File: src/rtl/fft_input_loader_pkg.sv
// Shared definitions for the FFT input loader and address generators:
// loader state encoding and a width-generic bit-reverse helper.
package fft_input_loader_pkg;

  typedef enum logic [1:0] {
    ST_LOAD  = 2'd0,
    ST_FLUSH = 2'd1,
    ST_FULL  = 2'd2
  } ld_state_t;

  // Reverse the low w bits of v; bits at and above w come back as zero.
  function automatic logic [31:0] bitrev(input logic [31:0] v, input int unsigned w);
    logic [31:0] r;
    r = '0;
    for (int unsigned i = 0; i < w; i++) begin
      r[5'(i)] = v[5'(w - 1 - i)];
    end
    return r;
  endfunction

endpackage

File: src/rtl/fft_input_loader_if.sv
// Stream input, RAM port A and frame handshake of the FFT input loader.
// slave = loader view, master = producer/RAM/core view.
interface fft_input_loader_if #(
  parameter int unsigned DWL = 16,
  parameter int unsigned AWL = 8
);
  logic [DWL-1:0] i_DATA;
  logic           i_VALID;
  logic           i_LAST;
  logic           o_READY;
  logic           o_RAM_EN;
  logic           o_RAM_WrE;
  logic [AWL-1:0] o_RAM_ADDR;
  logic [DWL-1:0] o_RAM_DATA;
  logic           o_FRAME_RDY;
  logic           i_FRAME_ACK;
  logic           o_ERR_LAST;

  modport slave (
    input  i_DATA, i_VALID, i_LAST, i_FRAME_ACK,
    output o_READY, o_RAM_EN, o_RAM_WrE, o_RAM_ADDR, o_RAM_DATA, o_FRAME_RDY, o_ERR_LAST
  );

  modport master (
    output i_DATA, i_VALID, i_LAST, i_FRAME_ACK,
    input  o_READY, o_RAM_EN, o_RAM_WrE, o_RAM_ADDR, o_RAM_DATA, o_FRAME_RDY, o_ERR_LAST
  );
endinterface

File: src/rtl/fft_bitrev_addr.sv
// Combinational sample-index to RAM-address mapping: bit-reversed or natural order.
module fft_bitrev_addr
  import fft_input_loader_pkg::*;
#(
  parameter int unsigned AWL         = 8,
  parameter bit          BIT_REVERSE = 1'b1
) (
  input  logic [AWL-1:0] idx,
  output logic [AWL-1:0] addr
);

  // Select reversed or pass-through index.
  always_comb begin
    addr = idx;
    if (BIT_REVERSE) begin
      addr = AWL'(bitrev(32'(idx), AWL));
    end
  end

endmodule

File: src/rtl/fft_input_loader.sv
// Stream-to-RAM front end of the iterative FFT: writes one frame of 2**AWL
// samples into RAM port A, flags the frame to the core and waits for its ack.
module fft_input_loader
  import fft_input_loader_pkg::*;
#(
  parameter int unsigned DWL         = 16,
  parameter int unsigned AWL         = 8,
  parameter bit          BIT_REVERSE = 1'b1
) (
  input  logic                 CLK,
  input  logic                 RST_N,
  fft_input_loader_if.slave    bus
);

  ld_state_t      state_q, state_d;
  logic [AWL-1:0] cnt_q;
  logic [AWL-1:0] wr_addr;
  logic           ready_q;
  logic           ram_en_q;
  logic [AWL-1:0] ram_addr_q;
  logic [DWL-1:0] ram_data_q;
  logic           frame_rdy_q;
  logic           err_q;
  logic           accept;
  logic           cnt_last;

  assign accept   = bus.i_VALID & ready_q;
  assign cnt_last = &cnt_q;

  fft_bitrev_addr #(
    .AWL         (AWL),
    .BIT_REVERSE (BIT_REVERSE)
  ) u_bitrev (
    .idx  (cnt_q),
    .addr (wr_addr)
  );

  // Next-state logic for the load / flush / full sequence.
  always_comb begin
    state_d = state_q;
    unique case (state_q)
      ST_LOAD:  if (accept && cnt_last) state_d = ST_FLUSH;
      ST_FLUSH: state_d = ST_FULL;
      ST_FULL:  if (bus.i_FRAME_ACK) state_d = ST_LOAD;
      default:  state_d = ST_LOAD;
    endcase
  end

  // State register.
  always_ff @(posedge CLK) begin
    if (!RST_N) state_q <= ST_LOAD;
    else        state_q <= state_d;
  end

  // ready/frame-ready are decoded from the next state so they are registered
  // yet line up with the state they describe; ready stays low during reset.
  always_ff @(posedge CLK) begin
    if (!RST_N) begin
      cnt_q       <= '0;
      ready_q     <= 1'b0;
      ram_en_q    <= 1'b0;
      ram_addr_q  <= '0;
      ram_data_q  <= '0;
      frame_rdy_q <= 1'b0;
      err_q       <= 1'b0;
    end else begin
      ready_q     <= (state_d == ST_LOAD);
      frame_rdy_q <= (state_d == ST_FULL);
      ram_en_q    <= accept;
      err_q       <= accept && (bus.i_LAST != cnt_last);
      if (accept) begin
        cnt_q      <= cnt_q + 1'b1;
        ram_addr_q <= wr_addr;
        ram_data_q <= bus.i_DATA;
      end
    end
  end

  assign bus.o_READY     = ready_q;
  assign bus.o_RAM_EN    = ram_en_q;
  assign bus.o_RAM_WrE   = ram_en_q;
  assign bus.o_RAM_ADDR  = ram_addr_q;
  assign bus.o_RAM_DATA  = ram_data_q;
  assign bus.o_FRAME_RDY = frame_rdy_q;
  assign bus.o_ERR_LAST  = err_q;

endmodule
File: src/flat_wrapper.sv
// flat-port wrapper written by rule: the top's interface ports become plain ports
module fft_input_loader_flat import fft_input_loader_pkg::*;
#(
  parameter int unsigned DWL         = 16,
  parameter int unsigned AWL         = 8,
  parameter bit          BIT_REVERSE = 1'b1
)
  (CLK, RST_N, bus_i_DATA, bus_i_VALID, bus_i_LAST, bus_i_FRAME_ACK, bus_o_READY, bus_o_RAM_EN, bus_o_RAM_WrE, bus_o_RAM_ADDR, bus_o_RAM_DATA, bus_o_FRAME_RDY, bus_o_ERR_LAST);
  fft_input_loader_if #(.DWL(DWL), .AWL(AWL)) bus_i ();
  input  logic CLK;
  input  logic RST_N;
  input wire logic [$bits(bus_i.i_DATA)-1:0] bus_i_DATA;
  input wire logic [$bits(bus_i.i_VALID)-1:0] bus_i_VALID;
  input wire logic [$bits(bus_i.i_LAST)-1:0] bus_i_LAST;
  input wire logic [$bits(bus_i.i_FRAME_ACK)-1:0] bus_i_FRAME_ACK;
  output wire logic [$bits(bus_i.o_READY)-1:0] bus_o_READY;
  output wire logic [$bits(bus_i.o_RAM_EN)-1:0] bus_o_RAM_EN;
  output wire logic [$bits(bus_i.o_RAM_WrE)-1:0] bus_o_RAM_WrE;
  output wire logic [$bits(bus_i.o_RAM_ADDR)-1:0] bus_o_RAM_ADDR;
  output wire logic [$bits(bus_i.o_RAM_DATA)-1:0] bus_o_RAM_DATA;
  output wire logic [$bits(bus_i.o_FRAME_RDY)-1:0] bus_o_FRAME_RDY;
  output wire logic [$bits(bus_i.o_ERR_LAST)-1:0] bus_o_ERR_LAST;
  assign bus_i.i_DATA = bus_i_DATA;
  assign bus_i.i_VALID = bus_i_VALID;
  assign bus_i.i_LAST = bus_i_LAST;
  assign bus_i.i_FRAME_ACK = bus_i_FRAME_ACK;
  assign bus_o_READY = bus_i.o_READY;
  assign bus_o_RAM_EN = bus_i.o_RAM_EN;
  assign bus_o_RAM_WrE = bus_i.o_RAM_WrE;
  assign bus_o_RAM_ADDR = bus_i.o_RAM_ADDR;
  assign bus_o_RAM_DATA = bus_i.o_RAM_DATA;
  assign bus_o_FRAME_RDY = bus_i.o_FRAME_RDY;
  assign bus_o_ERR_LAST = bus_i.o_ERR_LAST;
  fft_input_loader #(.DWL(DWL), .AWL(AWL), .BIT_REVERSE(BIT_REVERSE)) u_core (.CLK(CLK), .RST_N(RST_N), .bus(bus_i));
endmodule
File: config.mk
export PLATFORM = sky130hd
export DESIGN_NAME = fft_input_loader_flat
export DESIGN_NICKNAME = d
export VERILOG_FILES = /design/src/rtl/fft_input_loader_pkg.sv /design/src/rtl/fft_input_loader_if.sv /design/src/rtl/fft_bitrev_addr.sv /design/src/rtl/fft_input_loader.sv /design/src/flat_wrapper.sv
export SDC_FILE = /design/constraint.sdc
export NUM_CORES = 1
export LEC_CHECK = 0
export BUFFER_PORTS_ARGS = -buffer_cell sky130_fd_sc_hd__buf_2
export CORE_MARGIN = 3
export CORE_UTILIZATION = 51
export CTS_CLUSTER_SIZE = 16
export DETAILED_ROUTE_END_ITERATION = 16
export HOLD_SLACK_MARGIN = 0.1
export PLACE_DENSITY = 0.85
export SYNTH_ARGS = -nofsm -noshare
export SYNTH_HDL_FRONTEND = slang
export SYNTH_SLANG_ARGS = --single-unit
export TNS_END_PERCENT = 50
File: constraint.sdc
create_clock -name CLK -period 2.74 [get_ports CLK]
set_input_delay 0.137 -clock CLK [delete_from_list [all_inputs] [get_ports CLK]]
set_output_delay 0.137 -clock CLK [all_outputs]
set_load 0.05 [all_outputs]
# Yosys cells after proc, flatten, opt, wreduce, memory -nomap -nowiden
# Index checks and enable logic that the tools add are counted.
# word_totals
ram_bits	0
mem_bits_ro	0
register_bits	38
mem_count	0
wordCells	22
latchBits	0
output_inout_bits	29
# classes
n_shift	0
reduce_logical	5
n_addsub	1
mux	3
n_bitwise	1
magnitude_cmp	0
div_mod_pow	0
mul	0
n_eq_ne	4
# op_table
cell	count
8-bit by 1-bit adder with 8-bit output, second input constant	1
8-bit AND reduction	1
2-bit one-hot mux with 3 select lines	1
2-bit == test, second input constant	2
2-bit logical NOT	2
2-bit 2-to-1 mux	2
2-bit by 1-bit == test with 1-bit output, second input constant	1
1-bit logical AND	2
1-bit bitwise AND	1
1-bit != test	1

# Depth between registers and ports, before layout
# Gate-level depths: netlist of run 1.
# depth
word_depth	5
ltp_mapped	5
ltp_nobuf	4

# Cells and area by module
# A second synthesis of run 1 with hierarchy kept.
# unflattened
hier_cells	177
hier_area_um2	1453.9
# modules_own_cells
module	cells_per_inst	area_per_inst_um2	n_inst
fft_input_loader	169	1393.8	1
fft_bitrev_addr	8	60.1	1

# Worst setup path after synthesis of run 1
# Ideal clock, no wire load.
# synth_path
kind	register to register
start	register u_core.ready_q (netlist: u_core.bus.o_READY)
end	register u_core.cnt_q[6]
arrival_ns	1.505
path_stages_with_launch	4
period_less_slack_ns	1.576
path_slack_ns	1.164
path_cell_list	dfxtp_1 nand3_1 or3_2 a21oi_1
# synth_between
elab_chain_len	1
# synth_rtl
item	line_no	text
from (decl)	fft_input_loader.sv:18	logic ready_q;
from (signal assigned)	fft_input_loader.sv:67	ready_q <= (state_d == ST_LOAD);
1-bit bitwise AND	fft_input_loader.sv:27	assign accept = bus.i_VALID & ready_q;
to (signal assigned)	fft_input_loader.sv:72	cnt_q <= cnt_q + 1'b1;
to (decl)	fft_input_loader.sv:16	logic [AWL-1:0] cnt_q;
# No other way between the ends.
# A chain may end at the register's enable or synchronous reset.

# Final worst setup path of run 1
# layout_path
start	register u_core.ready_q (netlist: u_core.bus.o_READY)
end	register u_core.ram_data_q[2] (netlist: u_core.bus.o_RAM_DATA[2])
# layout_between
elab_chain_len	1
# layout_rtl
item	line_no	text
1-bit bitwise AND	fft_input_loader.sv:27	
to (signal assigned)	fft_input_loader.sv:74	ram_data_q <= bus.i_DATA;
to (decl)	fft_input_loader.sv:21	logic [DWL-1:0] ram_data_q;
# No other way between the ends.

==> impl_metrics.py, run 1 <==
metrics = {
    "cells_and_area": {
        "layout_common_cells": "54 x nand2_1, 49 x buf_2, 38 x dfxtp_1",
        "nNetsFinal": 253,
        "design_area_um2": 1890,
        "area_growth_pct": 37.0,
        "antenna_cells": 0,
        "fin_util": 0.748,
        "drive_gt1_frac": 0.272,
        "layout_commonest_cell": "nand2_1",
    },
    "critical_path": {
        "r2r_cells": 3,
        "reg2reg_to": "u_core.bus.o_RAM_DATA[2]",
        "end_kind": "register",
        "timing.rr.start": "u_core.bus.o_READY",
        "crit_fanout": 26,
        "critPathKind": "reg2reg",
        "cp.required_ns": 3.01,
        "critPathLaunchType": "register",
        "rrSetupSlack_ns": 1.09,
        "cp.arrival_ns": 1.92,
    },
    "synthesis": {
        "ys_warn_count": 0,
        "synthesis.area_um2": 1380,
        "synth_area_per_cell_um2": 8.34,
        "synth_top_area_frac": 0.553,
        "synth_fp_nets": 187,
        "ys_seq_area_frac": 0.553,
        "syn_inst": 165,
        "yosys.area.top_type": "dfxtp_1",
        "synth_top_cells_by_area": "dfxtp_1 55%, nand2_1 15%, a21oi_1 11%",
        "yosysUniqueCellTypes": 27,
        "synth-seq-cells": 38,
    },
    "timing": {
        "finalHoldViolations": 0,
        "period_needed_ns": 1.65,
        "slew-limit-headroom": 0.382,
        "fmax_mhz": 605,
        "fin_skew_ns": 0.00784,
        "min_period_over_period": 0.603,
        "drv_slew": 0,
        "final.setup.tns_ns": 0,
        "setup_viol_count_final": 0,
        "worst_pin_slew_ns": 0.926,
        "grt_setup_unrepaired": "false",
    },
    "routing": {
        "vias_per_cell": 5.13,
        "drtPass1Iterations": 4,
        "routed_wl_um": 3440,
        "wl_per_cell_um": 13.1,
        "vias": 1345,
        "drt.antenna.violating_nets": 0,
        "drtIter0Drc": 42,
        "drcViolationCount": 0,
    },
    "clock_tree": {
        "cts.clk_slew.worst_paths_ns": 0.11,
        "cts_tree": "built",
        "cts_root_buf": "clkbuf_4",
        "clock_path_buffers": 2,
        "clkLatencyLatePin_ns": 0.34,
        "numCtsBuffers": 5,
        "numClockSinks": 38,
        "cts_resized": 0,
        "h-tree-depth": 2,
        "post_cts_buffers": 0,
        "ctsHoldBuffers": 18,
    },
    "die": {
        "die_x_um": 58.0,
        "num_rows": 18,
        "coreArea_um2": 2520,
        "die-area_um2": 3360,
        "ios": 50,
        "die_h_um": 58.0,
        "start_util": 0.546,
    },
    "placement": {
        "hpwl_um": 1970,
        "gp_congestion": 0.707,
        "portBuffers": 49,
        "place_area_um2": 1630,
    },
    "global_route": {
        "grt_pass1_wl_um": 5530,
        "overflow": 0,
        "met1_usage": 0.251,
        "antenna_found_initial": 0,
        "gr-usage-met2": 0.374,
        "grt_start_max_net_pins": 28,
        "grt-busiest-layer": "met2",
        "gr-usage-all-layers": 0.214,
        "grt_pass1_vias": 1230,
        "globalRouteMet3Util": 0.0490,
    },
    "flow_run": {
        "drv_cap": 0,
    },
    "power": {
        "p_leak_uw": 0.000823,
        "seq_power_share": 0.530,
        "p_sw_uw": 282,
        "pwr-share-clk": 0.340,
        "p_comb_frac": 0.130,
        "vdd_drop_max_uv": 441,
        "p_total_uw": 1090,
        "p_int_uw": 805,
        "switching_share": 0.260,
        "power_density_nw_per_um2": 576,
    },
    "worst_hold_path": {
        "hold_start": "bus_i_VALID",
        "hold_end": "u_core.bus.o_RAM_EN",
        "hold_path.class": "in2reg",
        "hold_depth": 2,
    },
    "status": {
        "status": "finished clean",
    },
}
## power by group through the flow
| stage | clock network (uW) | registers, uW | logic, uW |
|---|---|---|---|
| after CTS | 377 | 576 | 137 |
| final | 369 | 576 | 141 |
| after global placement | 0 | 588 | 117 |
| after detailed placement | 0 | 588 | 118 |
| after floorplan | 0 | 634 | 38.2 |
| after global routing | 400 | 579 | 150 |
## worst max-delay path by stage
stage	cells after the start	endpoint	slack [ns]	startpoint
2_1_floorplan	3	u_core.cnt_q[6]	1.16	u_core.bus.o_READY
3_3_place_gp	2	u_core.bus.o_READY	1.22	u_core.bus.o_READY
3_5_place_dp	2	u_core.bus.o_READY	1.16	u_core.bus.o_READY
4_1_cts	2	u_core.bus.o_READY	1.14	u_core.bus.o_READY
5_1_grt	3	u_core.bus.o_RAM_DATA[2]	0.96	u_core.bus.o_READY
6_report	3	u_core.bus.o_RAM_DATA[2]	1.09	u_core.bus.o_READY
## cell usage after synthesis (all sizes together)
cell type	number
nand2	54
dfxtp	38
a21oi	30
clkbuf	7
nor2	5
or3	5
o21ai	4
buf	2
inv	2
mux2i	2
nand3	2
nand4	2
xnor2	2
and2	1
and3	1
clkinv	1
ha	1
nand2b	1
nor4	1
o311a	1
o31ai	1
or2	1
or4	1
## worst max-delay path, cell delays in order (launching register included)
cell and delay (ns):
dfxtp_1 0.44, and2_1 0.78, nand2_1 0.17, a21oi_1 0.19
## flip-flops by register name, indices dropped and copies added, names as in the netlist
signal / flops
u_core.cnt_q: 8
u_core.state_q: 2
u_core.bus.o_RAM_EN: 1
u_core.bus.o_ERR_LAST: 1
u_core.bus.o_FRAME_RDY: 1
u_core.bus.o_READY: 1
u_core.bus.o_RAM_ADDR: 8
u_core.bus.o_RAM_DATA: 16
## final cells by class
class / count / area [um^2]
Fill cell: 201 / 637
Inverter: 3 / 11.3
Timing Repair Buffer: 68 / 433
Clock inverter: 3 / 40.0
Sequential cell: 38 / 761
Clock buffer: 5 / 37.5
Multi-Input combinational cell: 115 / 566
Tap cell: 30 / 37.5
## cells by family after synthesis
family	Yosys count	synth area share
multiplexers	2	0.0145
flip-flops	38	0.553
buffers and inverters	12	0.0364
AO/OA/AOI/OAI	36	0.136
XOR/XNOR	2	0.0127
AND/OR/NAND/NOR	74	0.238
adder cells (fa/ha/maj)	1	0.00909
## stage by stage
step                setup WS (ns)  hold slack, ns  instances
floorplan                    1.16           0.268        165
global placement             1.22           0.379        236
detailed placement           1.16           0.384        236
CTS                          1.14           0.145        262
global route                0.963           0.161        262
finish                       1.09           0.167        262
## layer usage
layer / up-vias / wire (um) / part of all wire
met3: 9 / 205 / 0.060
met4: 0 / 68 / 0.020
li1: 676 / - / -
met2: 43 / 1690 / 0.49
met5: - / 0 / 0
met1: 617 / 1480 / 0.43
Note: power is estimated with default switching activity, not from simulation.
==> run 2: changes to the inputs <==
- CORE_UTILIZATION: 51 -> 43
- PLACE_DENSITY: 0.85 -> 0.77
- clock period: 2.74 -> 1.5 ns (I/O delays scaled with it)
==> run 2 against run 1 <==
  * Critical path depth unchanged
  * Final area increased by 4.2%
  * Sequential power increased by 82%
  * Sequential share of layout area decreased by 1.5 points
  * Global-route usage decreased by 3.8 points
  * Fmax increased by 15%
  * Clock power increased by 70%
  * Register-to-register slack got worse by 1.0 ns
  * Sequential cell count unchanged
  * Critical endpoint is now u_core.bus.o_READY
  * Largest cell class unchanged
  * Largest power group unchanged
==> impl_metrics.py, run 2 (synthesis results as in run 1) <==
metrics = {
    "critical_path": {
        "cp.arrival_ns": 1.66,
        "crit_fanout": 5,
        "cp-startpoint": "u_core.cnt_q[4]",
        "cp.required_ns": 1.73,
        "r2r_cells": 3,
        "critPathLaunchType": "register",
        "rrSetupSlack_ns": 0.06,
        "end_kind": "register",
        "critPathKind": "reg2reg",
        "reg2reg_to": "u_core.bus.o_READY",
        "crit_end": "u_core.bus.o_READY",
        "timing.rr.start": "u_core.cnt_q[4]",
    },
    "routing": {
        "routed_wl_um": 3400,
        "drtIter0Drc": 26,
        "vias": 1323,
        "drtPass1Iterations": 4,
        "drt.antenna.violating_nets": 0,
        "drcViolationCount": 0,
        "vias_per_cell": 4.73,
        "wl_per_cell_um": 12.1,
    },
    "power": {
        "p_total_uw": 1950,
        "p_leak_uw": 0.000856,
        "power_density_nw_per_um2": 994,
        "vdd_drop_max_uv": 714,
    },
    "cells_and_area": {
        "design_area_um2": 1960,
        "layout_commonest_cell": "nand2_1",
        "fin_util": 0.677,
        "largest_register_ffs": 16,
        "antenna_cells": 0,
        "area_growth_pct": 42.7,
        "drive_gt1_frac": 0.294,
        "nNetsFinal": 259,
        "layout_common_cells": "54 x nand2_1, 49 x buf_2, 36 x dfxtp_1",
    },
    "worst_hold_path": {
        "hold_path.class": "in2reg",
    },
    "timing": {
        "setup_viol_count_final": 0,
        "worst_pin_slew_ns": 0.329,
        "final.setup.tns_ns": 0,
        "min_period_over_period": 0.958,
        "fin_skew_ns": 0.00677,
        "slew-limit-headroom": 0.781,
        "fmax_mhz": 696,
        "grt_setup_unrepaired": "false",
        "period_needed_ns": 1.44,
        "finalHoldViolations": 0,
        "drv_slew": 0,
    },
    "global_route": {
        "overflow": 0,
        "grt_pass1_vias": 1239,
        "grt_pass1_wl_um": 5590,
        "antenna_found_initial": 0,
        "grt_start_max_net_pins": 33,
        "gr-usage-all-layers": 0.176,
    },
    "status": {
        "status": "finished clean",
    },
    "clock_tree": {
        "numCtsBuffers": 5,
        "clkLatencyLatePin_ns": 0.33,
        "clock_path_buffers": 2,
        "h-tree-depth": 2,
        "cts_root_buf": "clkbuf_4",
        "numClockSinks": 38,
        "cts_tree": "built",
        "cts.clk_slew.worst_paths_ns": 0.11,
    },
    "die": {
        "start_util": 0.475,
        "die-area_um2": 3920,
        "die_h_um": 62.6,
        "ios": 50,
        "coreArea_um2": 2900,
        "die_x_um": 62.6,
        "num_rows": 19,
    },
    "placement": {
        "gp_congestion": 0.825,
        "portBuffers": 49,
        "place_area_um2": 1690,
        "hpwl_um": 1990,
    },
    "flow_run": {
        "drv_cap": 0,
    },
}
run 2: layout make-up:
cell class	instances	area [um^2]
tap	42	52.6
fill	252	936
multi-input combinational	115	566
sequential	38	763
inverter	3	11.3
timing repair buffer	74	493
clock buffer	8	78.8
run 2: worst min path at each step:
stage               cells past startpoint  slack [ns]            start                   endpoint
floorplan                               1        0.20            RST_N         u_core.bus.o_READY
global placement                        3        0.32   bus_i_DATA[10]  u_core.bus.o_RAM_DATA[10]
detailed placement                      3        0.32    bus_i_DATA[7]   u_core.bus.o_RAM_DATA[7]
CTS                                     4        0.15  bus_i_FRAME_ACK     u_core.bus.o_FRAME_RDY
global route                            4        0.18  bus_i_FRAME_ACK     u_core.bus.o_FRAME_RDY
finish                                  4        0.16  bus_i_FRAME_ACK     u_core.bus.o_FRAME_RDY
run 2: metal layers:
layer / vias up / track usage / part of all wire
met2: 42 / 0.305 / 0.47
met3: 6 / 0.0594 / 0.055
met5: - / 0 / 0
met1: 583 / 0.206 / 0.46
li1: 692 / - / -
met4: 0 / 0.0496 / 0.019
run 2: timing repair:
| action | CTS | global route |
|---|---|---|
| hold endpoints to repair | 22 | 0 |
| gates resized for setup | 0 | 1 |
| hold buffers | 19 | 0 |
| buffers inserted | 0 | 0 |
| endpoints found under the setup margin | 0 | 1 |
run 2: power breakdown:
part	internal, uW	leakage, uW	total, uW	switching, uW
clock network	320	0.0000446	628	308
registers	1040	0.000309	1050	14.4
logic	101	0.000502	275	173
total	1460	0.000856	1950	495
run 2: through the flow:
| stage | hold slack, ns | setup slack (ns) | std cells |
|---|---|---|---|
| after floorplan | 0.199 | 0.147 | 165 |
| after global placement | 0.317 | 0.124 | 253 |
| after detailed placement | 0.321 | 0.0799 | 253 |
| after CTS | 0.146 | 0.0618 | 280 |
| after global routing | 0.180 | 0.00360 | 280 |
| final | 0.155 | 0.0631 | 280 |
run 2: worst max-delay path, cell delays in order, from the launching register on:
cell,delay [ns]
dfxtp_1,0.44
nand4_2,0.15
or3_4,0.42
o311a_1,0.33
